### config.mk
export PLATFORM = sky130hd
export DESIGN_NAME = ins_fetch
export DESIGN_NICKNAME = d
export VERILOG_FILES = /design/src/rtl/gpp16_pkg.sv /design/src/rtl/ins_fetch.sv
export SDC_FILE = /design/constraint.sdc
export NUM_CORES = 1
export LEC_CHECK = 0
export CAP_MARGIN = 10
export CORE_ASPECT_RATIO = 0.6
export CORE_MARGIN = 5
export CORE_UTILIZATION = 47
export DETAILED_ROUTE_END_ITERATION = 10
export PLACE_DENSITY = 0.84
export SLEW_MARGIN = 10
export SYNTH_ARGS = -nofsm -noshare
export SYNTH_HDL_FRONTEND = slang
export SYNTH_SLANG_ARGS = --single-unit
### constraint.sdc
create_clock -name clk -period 3 [get_ports clk]
set_input_delay 0.6 -clock clk [delete_from_list [all_inputs] [get_ports clk]]
set_output_delay 0.6 -clock clk [all_outputs]
set_load 0.02 [all_outputs]
### src/rtl/gpp16_pkg.sv
// Shared definitions for the gpp16 core: opcode values, instruction field
// layout and the fetch-stage state encoding.
package gpp16_pkg;

    localparam int INSTR_W = 16;
    localparam int ADDR_W  = 16;

    typedef enum logic [4:0] {
        OP_ADD = 5'd0,
        OP_SUB = 5'd1,
        OP_MUL = 5'd2,
        OP_HLT = 5'd31
    } opcode_e;

    typedef struct packed {
        logic [4:0] opcode;
        logic [2:0] rd;
        logic [2:0] rs1;
        logic [2:0] rs2;
        logic [1:0] unused;
    } instr_t;

    typedef enum logic {
        RUN  = 1'b0,
        HALT = 1'b1
    } fetch_state_e;

    function automatic logic is_hlt(input logic [INSTR_W-1:0] word);
        instr_t f;
        f = instr_t'(word);
        return f.opcode == OP_HLT;
    endfunction

endpackage

### src/rtl/ins_fetch.sv
// Instruction fetch stage: walks the PC through external memory, holds one
// fetched word under a valid/ready handshake, and stops after delivering HLT.
//
// state | meaning
// ------+--------------------------------------------------------------
// RUN   | fetching; a new word is captured whenever the output slot frees
// HALT  | HLT captured; PC parked on the HLT address until a redirect
module ins_fetch
    import gpp16_pkg::*;
#(
    parameter logic [ADDR_W-1:0] RESET_PC = 16'h0000
) (
    input  logic                clk,
    input  logic                rst_n,
    output logic [ADDR_W-1:0]   imem_addr,
    input  logic [INSTR_W-1:0]  imem_instr,
    input  logic                redirect_valid,
    input  logic [ADDR_W-1:0]   redirect_pc,
    output logic                out_valid,
    input  logic                out_ready,
    output logic [INSTR_W-1:0]  out_instr,
    output logic [ADDR_W-1:0]   out_pc,
    output logic                halted
);

    fetch_state_e      state;
    logic [ADDR_W-1:0] pc;
    logic              advance;

    assign imem_addr = pc;
    assign halted    = (state == HALT);
    assign advance   = (state == RUN) && (!out_valid || out_ready);

    // Redirect wins over everything, including a transfer in the same cycle:
    // the word on the outputs belongs to the abandoned path.
    always_ff @(posedge clk or negedge rst_n) begin
        if (!rst_n) begin
            state     <= RUN;
            pc        <= RESET_PC;
            out_valid <= 1'b0;
            out_instr <= '0;
            out_pc    <= '0;
        end else if (redirect_valid) begin
            state     <= RUN;
            pc        <= redirect_pc;
            out_valid <= 1'b0;
        end else if (advance) begin
            out_instr <= imem_instr;
            out_pc    <= pc;
            out_valid <= 1'b1;
            if (is_hlt(imem_instr)) begin
                state <= HALT;
            end else begin
                pc <= pc + 16'd1;
            end
        end else if (out_valid && out_ready) begin
            out_valid <= 1'b0;
        end
    end

endmodule

# ---- After elaboration in Yosys (flattened, before gate mapping)
# Index checks and enable logic that the tools add are counted.
# W data, S select, Z words.
dict set report totals {
  reg_bits 50
  latch_bits 0
  ram_bits 0
  romBits 0
  in_bits 36
  output_inout_bits 50
  word_cells 29
  memories 0
}
dict set report classes {
  n_addsub 1
  n_mul 0
  div_mod_pow 0
  order_cmp 0
  n_eq_ne 2
  n_shift 0
  n_mux 9
  bitwise_logic 2
  reduce_logical 10
}
# cell count
set ops {}
lappend ops {{$mux W16} 3}
lappend ops {{$add A16 B1 Y16 const B} 1}
lappend ops {{$mux W1} 6}
lappend ops {{$reduce_and A2 Y1} 3}
lappend ops {{$eq A5 B5 Y1 const B} 1}
lappend ops {{$reduce_bool A2 Y1} 2}
lappend ops {{$reduce_bool A3 Y1} 1}
lappend ops {{$logic_and A1 B1 Y1} 2}
lappend ops {{$ne A2 B2 Y1 const B} 1}
lappend ops {{$not A1 Y1} 2}
lappend ops {{$logic_not A1 Y1} 1}
lappend ops {{$logic_or A1 B1 Y1} 1}

# ---- Longest topological paths before layout
# Gate-level depths: netlist of the first run.
dict set report depth {
  ltp_word 5
  ltp_mapped 6
  ltp_nobuf 4
}

# ---- Least setup slack after synthesis of the first run
# No wires, ideal clock.
dict set report synth_timing {
  path_kind {in2reg}
  start {input imem_instr[15]}
  end {register pc[11] (netlist: imem_addr[11])}
  setup_ps 124
  arrival_time_ps 1800
  t_required_ps 2876
  slack_ps 1076
  stages 5
  path_buffers 1
  cell_sequence {and4_4 -> a211o_4 -> buf_6 -> o31a_1 -> o31a_1}
}
dict set report synth_via {
  elab_chain_len 3
}
# item line_no
set synth_rtl {}
lappend synth_rtl {{from (decl)} ins_fetch.sv:16} ;# input logic [INSTR_W-1:0] imem_instr,
lappend synth_rtl {{$eq A5 B5 Y1} gpp16_pkg.sv:31} ;# return f.opcode == OP_HLT;
lappend synth_rtl {{$ne A2 B2 Y1 (no line)} -}
lappend synth_rtl {{$reduce_and A2 Y1 (no line)} -}
lappend synth_rtl {{to (signal assigned)} ins_fetch.sv:45} ;# pc <= redirect_pc;
lappend synth_rtl {{to (signal assigned)} ins_fetch.sv:54} ;# pc <= pc + 16'd1;
lappend synth_rtl {{to (decl)} ins_fetch.sv:27} ;# logic [ADDR_W-1:0] pc;
# No other way between the ends.
# A chain may end at the register's enable or synchronous reset.

# ---- Worst setup path in the final report of the first run
dict set report layout_timing {
  start {input imem_instr[15]}
  end {register pc[5] (netlist: imem_addr[5])}
}
# Same word-level chain as after synthesis.

==> out/results.ini, run 1 <==
[worst_setup_path]
r2r_slack_ps=1190
required_ps=3220
timing.rr.start=out_valid
criticalPathCategory=primary input to register
critical_path.max_fanout=26
startpoint=imem_instr[15]
crit_path_end_kind=register
startpoint_type=primary input
endpoint=imem_addr[5]
worstRegToRegCells=4
r2r-end=imem_addr[5]
crit_arrival_ps=2390

[run]
maxCapViolations=0

[routing]
drt_wl_total_um=5953
vias_per_cell=5.579
drcViolationCount=0
ant_nets=0
drtIter0Drc=92
drt-pass1-iter-count=4
vias=1908
wl_per_cell_um=17.41

[clock_tree]
root_buffer=clkbuf_8
clk_pin_slew_ps=90
clockBufferDepth=2
cts_tree=done
clkSinkCount=50
numCtsBuffers=5
hold_buffers=0
h-tree-depth=2
post_cts_buffers=0
cts_resized=0
clk_latency_ps=300

[yosys]
synth_seq_area_share_pct=54.73
async_reset_ff_share_pct=100.0
synth.distinct_cells=38
syn_area_per_cell_um2=11.91
synthCells=192
synth.ff_latch_count=50
ys_warn_count=0
synth-main-ff-cell=dfrtp_1
synth_area_um2=2286
synth_fp_nets=229
synth-edff-count=0

[power_and_ir_drop]
p_clk_share_pct=28.9
vdd_drop_max_mv=0.5316
swShare_pct=28.96
power.total_mw=2.008
pwr-share-comb_pct=28.9
p_int_mw=1.426
power.switching_mw=0.5815
p_per_area_nw_per_um2=601.2
power_frac_seq_pct=42.2
power.leakage_nw=1.316

[floorplanning]
start_util_pct=49.31
ios=86
die_x_um=100.0
rows=19
dieArea_um2=6404
die-height_um=64.02
fp.coreArea_um2=4636

[final_layout]
final_common_cell=clkdlybuf4s50_1
num_antenna_cells=0
drive_gt1_share_pct=18.28
final_cell_mix=clkdlybuf4s50_1, dfrtp_1, mux2_2, nor2_1, nand2_1
layout.nets=315
area_growth_pct=46.09

[sta]
maxSlewHeadroom_pct=47.53
worstMarginPinSlew_ps=782.3
drv_slew=0
tns_ps=0
finalClockSkew_ps=9.706
fin_crit_sh_pct=72.28
rsz0062_at_grt=false
hold_violations=0
worst_hold_slack_ps=190.5
finalSetupViolations=0
fmax_mhz=461.2
min_period_ps=2168

[global_routing]
grtUsageTotal_pct=19.18
grt_max_degree=35
grt_pass1_vias=1928
grt-ovfl-total=0
antenna_found_initial=0
grt_pass1_wl_um=9839

[placed_design]
port_buffers=85
routabilityCongestion=0.8119
hpwl_um=4370

[run_status]
status=completed

[min_path]
hold_class=primary input to asynchronous set/reset pin

## how the worst min path moves through the flow
stage	from	endpoint	slack [ps]	depth (start not counted)
6_report	rst_n	out_instr[1]	190	1
5_1_grt	rst_n	out_instr[1]	210	1
4_1_cts	rst_n	out_instr[0]	200	1
3_5_place_dp	out_instr[11]	out_instr[11]	490	1
3_3_place_gp	out_instr[2]	out_instr[2]	490	1
2_1_floorplan	rst_n	halted	300	0
## layer usage
| layer | wire length (um) | track usage, % | up-vias | part of all wire [%] |
|---|---|---|---|---|
| met5 | 0 | 0 | - | 0 |
| met3 | 521 | 7.065 | 6 | 8.8 |
| li1 | - | - | 893 | - |
| met4 | 38 | 4.034 | 0 | 0.64 |
| met2 | 2665 | 28.24 | 86 | 45 |
| met1 | 2726 | 27.28 | 923 | 46 |
## metrics by stage
step	std cells	setup slack, ps	instance area [um2]	util, %
after detailed placement	334	527.8	3197	68.96
final	342	831.7	3339	72.04
after CTS	342	842.8	3339	72.04
after global placement	334	536.1	3197	68.96
after floorplan	192	1076	2286	-
after global routing	342	798.5	3339	72.04
## worst max-delay path, cell delays in order
cell and delay, ps:
clkdlybuf4s50_1 420, and4_4 210, a211o_4 440, or4_1 530, a31oi_1 190
## cell type report
class	instances	area (um2)
sequential	50	1251
tap	63	78.83
fill	332	1296
clock buffer	6	82.58
inverter	3	11.26
clock inverter	2	60.06
timing repair buffer	90	883.3
multi-input combinational	128	972.2
## cell families after synthesis
family	Yosys count	share of synthesized area [%]
xor+xnor	1	0.3832
flops	50	54.73
compound gates	32	10.40
fa+ha+maj	1	0.5473
simple gates	61	14.78
mux	33	16.20
buf+inv	14	2.955
## cell usage after synthesis, drive strengths merged, types with 2 or more instances
cell	n	area share [%]
nor4	2	0.55
nand3	8	1.8
o31ai	6	2.0
nor2b	2	0.55
clkbuf	4	0.71
nand2	11	1.8
or2	2	0.55
and4	4	1.6
buf	7	1.8
dfrtp	50	55
and3	2	0.55
or4	7	2.3
or3	2	0.55
o311ai	2	0.77
mux2	32	16
a31oi	9	2.5
nand2b	3	0.82
o31a	4	1.5
o21ai	4	0.88
nor2	12	2.0
o211ai	2	0.66
inv	2	0.33
nand4	4	1.1
## power groups by stage
stage | combinational (mW) | clock, mW | sequential [mW]
after floorplan | 0.166 | 0 | 0.966
after global placement | 0.570 | 0 | 0.853
after detailed placement | 0.582 | 0 | 0.860
after CTS | 0.586 | 0.590 | 0.848
after global routing | 0.619 | 0.631 | 0.864
final | 0.580 | 0.580 | 0.847
## flip-flops by register name, indices dropped and copies added, names as in the netlist
| name | count |
|---|---|
| halted | 1 |
| imem_addr | 16 |
| out_instr | 16 |
| out_pc | 16 |
| out_valid | 1 |
(Power assumes the default switching activity.)
==> inputs of run 2 (changes only) <==
--- a/config.mk
+++ b/config.mk
@@ -8,9 +8,9 @@
 export CAP_MARGIN = 10
 export CORE_ASPECT_RATIO = 0.6
 export CORE_MARGIN = 5
-export CORE_UTILIZATION = 47
+export CORE_UTILIZATION = 40
 export DETAILED_ROUTE_END_ITERATION = 10
-export PLACE_DENSITY = 0.84
+export PLACE_DENSITY = 0.77
 export SLEW_MARGIN = 10
 export SYNTH_ARGS = -nofsm -noshare
 export SYNTH_HDL_FRONTEND = slang
==> constraint.sdc (replaced) <==
create_clock -name clk -period 1.87 [get_ports clk]
set_input_delay 0.374 -clock clk [delete_from_list [all_inputs] [get_ports clk]]
set_output_delay 0.374 -clock clk [all_outputs]
set_load 0.02 [all_outputs]
==> run 2 against run 1 <==
Effect of this change: via count is 6.1% higher; die area is 15% higher; core utilization down 10 points; non-clock buffer count grew 10; global-route usage decreased by 1.5 points; sequential power is 59% higher; clock skew shrank 0.55 ps; first-iteration DRC count up 54%; critical endpoint is now imem_addr[7]; highest routed layer unchanged.
==> out/results.ini, run 2 (synthesis results as in run 1) <==
[final_layout]
fin_cells=371  ; +8.5%
layout.nets=327  ; +3.8%
final_cell_mix=clkdlybuf4s50_1, dfrtp_1, mux2_2, buf_4, nor2_1
drive_gt1_share_pct=21.99  ; +3.7 points
num_antenna_cells=0  ; unchanged
final_common_cell=clkdlybuf4s50_1
n_fill_cell=454  ; +37%
area_growth_pct=50.30

[worst_setup_path]
startpoint=imem_instr[14]
required_ps=2100  ; -1120 ps
crit_arrival_ps=2070  ; -320 ps
r2r_slack_ps=130  ; -1060 ps
criticalPathCategory=primary input to register
timing.rr.start=out_valid
startpoint_type=primary input
crit_path_end_kind=register
critical_path.max_fanout=6  ; -77%

[floorplanning]
die_x_um=107.6  ; +7.6%
rows=21  ; +2
fp.coreArea_um2=5570  ; +20%
ios=86  ; unchanged
start_util_pct=41.04  ; -8.3 points
dieArea_um2=7376  ; +15%
die-height_um=68.56  ; +7.1%

[power_and_ir_drop]
power.switching_mw=0.9434  ; +62%
swShare_pct=31.61  ; +2.6 points
vdd_drop_max_mv=0.4831  ; -9.1%
p_int_mw=2.041  ; +43%
power.leakage_nw=1.411  ; +7.2%
p_clk_share_pct=22.2  ; -6.7 points
pwr-share-comb_pct=32.7  ; +3.8 points
power_frac_seq_pct=45.1  ; +2.9 points
p_per_area_nw_per_um2=868.7  ; +44%

[routing]
drcViolationCount=0  ; unchanged
drt-pass1-iter-count=4  ; unchanged
vias_per_cell=5.458  ; -2.2%
ant_nets=0  ; unchanged
drt_wl_total_um=6348  ; +6.6%
drtIter0Drc=142  ; +54%
vias=2025  ; +6.1%
wl_per_cell_um=17.11  ; -1.7%

[sta]
fmax_mhz=544.4
finalClockSkew_ps=9.154  ; -0.5523 ps
worstMarginPinSlew_ps=511.8  ; -270.5 ps
hold_violations=0  ; unchanged
maxSlewHeadroom_pct=65.88  ; +18 points
min_period_ps=1837
drv_slew=0  ; unchanged
finalSetupViolations=0  ; unchanged
fin_crit_sh_pct=98.22
rsz0062_at_grt=false
worst_hold_slack_ps=24.72  ; -165.7 ps

[run]
maxCapViolations=0  ; unchanged

[clock_tree]
clockBufferDepth=2  ; unchanged
clk_pin_slew_ps=100  ; about the same
clk_latency_ps=300  ; about the same
root_buffer=clkbuf_8
cts_tree=done
h-tree-depth=2  ; unchanged
clkSinkCount=50  ; unchanged
numCtsBuffers=5  ; unchanged
post_cts_buffers=0  ; unchanged

[min_path]
hold_class=primary input to asynchronous set/reset pin

[placed_design]
dp_cells=361  ; +8.1%
port_buffers=85  ; unchanged
hpwl_um=4499  ; +2.9%
routabilityCongestion=0.7778  ; -4.2%

[global_routing]
grt_max_degree=31  ; -11%
grt-ovfl-total=0  ; unchanged
grt_pass1_vias=1963  ; +1.8%
grtUsageTotal_pct=17.64  ; -1.5 points
grt_pass1_wl_um=9998  ; +1.6%
antenna_found_initial=0  ; unchanged

[run_status]
status=completed

run 2: changes by cell type in the layout (fill, tap and decap cells not counted), moves of 2 or more:
cell,change
buf_4,+9
clkdlybuf4s50_1,-6
dlymetal6s2s_1,+5
a211o_2,+2
bufinv_16,-2
run 2: cell type report:
type | instances | area (um2) | share of cell area (%)
Clock buffer | 6 | 82.58 | 2.403
Inverter | 3 | 11.26 | 0.3277
Sequential cell | 50 | 1251 | 36.42
Tap cell | 80 | 100.1 | 2.913
Multi-Input combinational cell | 130 | 996.0 | 28.99
Timing Repair Buffer | 100 | 982.2 | 28.59
Clock inverter | 2 | 12.51 | 0.3642
run 2: metrics by stage:
stage | setup TNS, ps | util [%] | power, mW | setup WS, ps | cell area [um2]
floorplan | 0 | - | 1.815 | 117.5 | 2286
global placement | -5862 | 59.34 | 2.317 | -366.3 | 3306
detailed placement | -7676 | 59.34 | 2.342 | -399.1 | 3306
CTS | -1.898 | 61.39 | 3.014 | -1.898 | 3420
finish | 0 | 61.68 | 2.985 | 33.23 | 3436
global route | 0 | 61.68 | 3.138 | 6.151 | 3436
run 2: power groups by stage:
stage	clock, mW	combinational [mW]	sequential [mW]
after floorplan	0	0.266	1.55
after global placement	0	0.957	1.36
after detailed placement	0	0.974	1.37
after CTS	0.681	0.985	1.35
after global routing	0.722	1.04	1.37
final	0.661	0.976	1.35
run 2: worst paths after layout:
check                                end  depth (start not counted)
max                         imem_addr[7]                          5
min                         out_instr[0]                          1
max reg2reg                 imem_addr[3]                          5
min reg2reg                 out_instr[5]                          1
max in group asynchronous     out_pc[13]                          2
min in group clk           out_instr[15]                          2
run 2: metal layers:
metal,part of all wire [%],GRT usage [%],up-vias
met5,0,0,-
met4,0.58,3.780,0
met3,11,7.349,7
met2,44,27.01,117
met1,45,23.67,975
li1,-,-,926
run 2: timing repair:
action                     CTS  global route
gates resized for setup      1             6
hold buffers                 0             0
pin swaps                    1             4
gates cloned                 2             0
hold endpoints to repair     0             0
setup endpoints to repair    8             9
run 2: critical path, stage by stage:
cell	delay, ps
clkdlybuf4s50_1	410
and4_4	210
a211o_4	370
or4_4	540
o211ai_1	160
==> inputs of run 3 (changes only) <==
--- a/config.mk
+++ b/config.mk
@@ -15,3 +15,4 @@
 export SYNTH_ARGS = -nofsm -noshare
 export SYNTH_HDL_FRONTEND = slang
 export SYNTH_SLANG_ARGS = --single-unit
+export TNS_END_PERCENT = 50
==> results of run 3 <==
Final layout, timing and power as in run 2 (identical DEF).
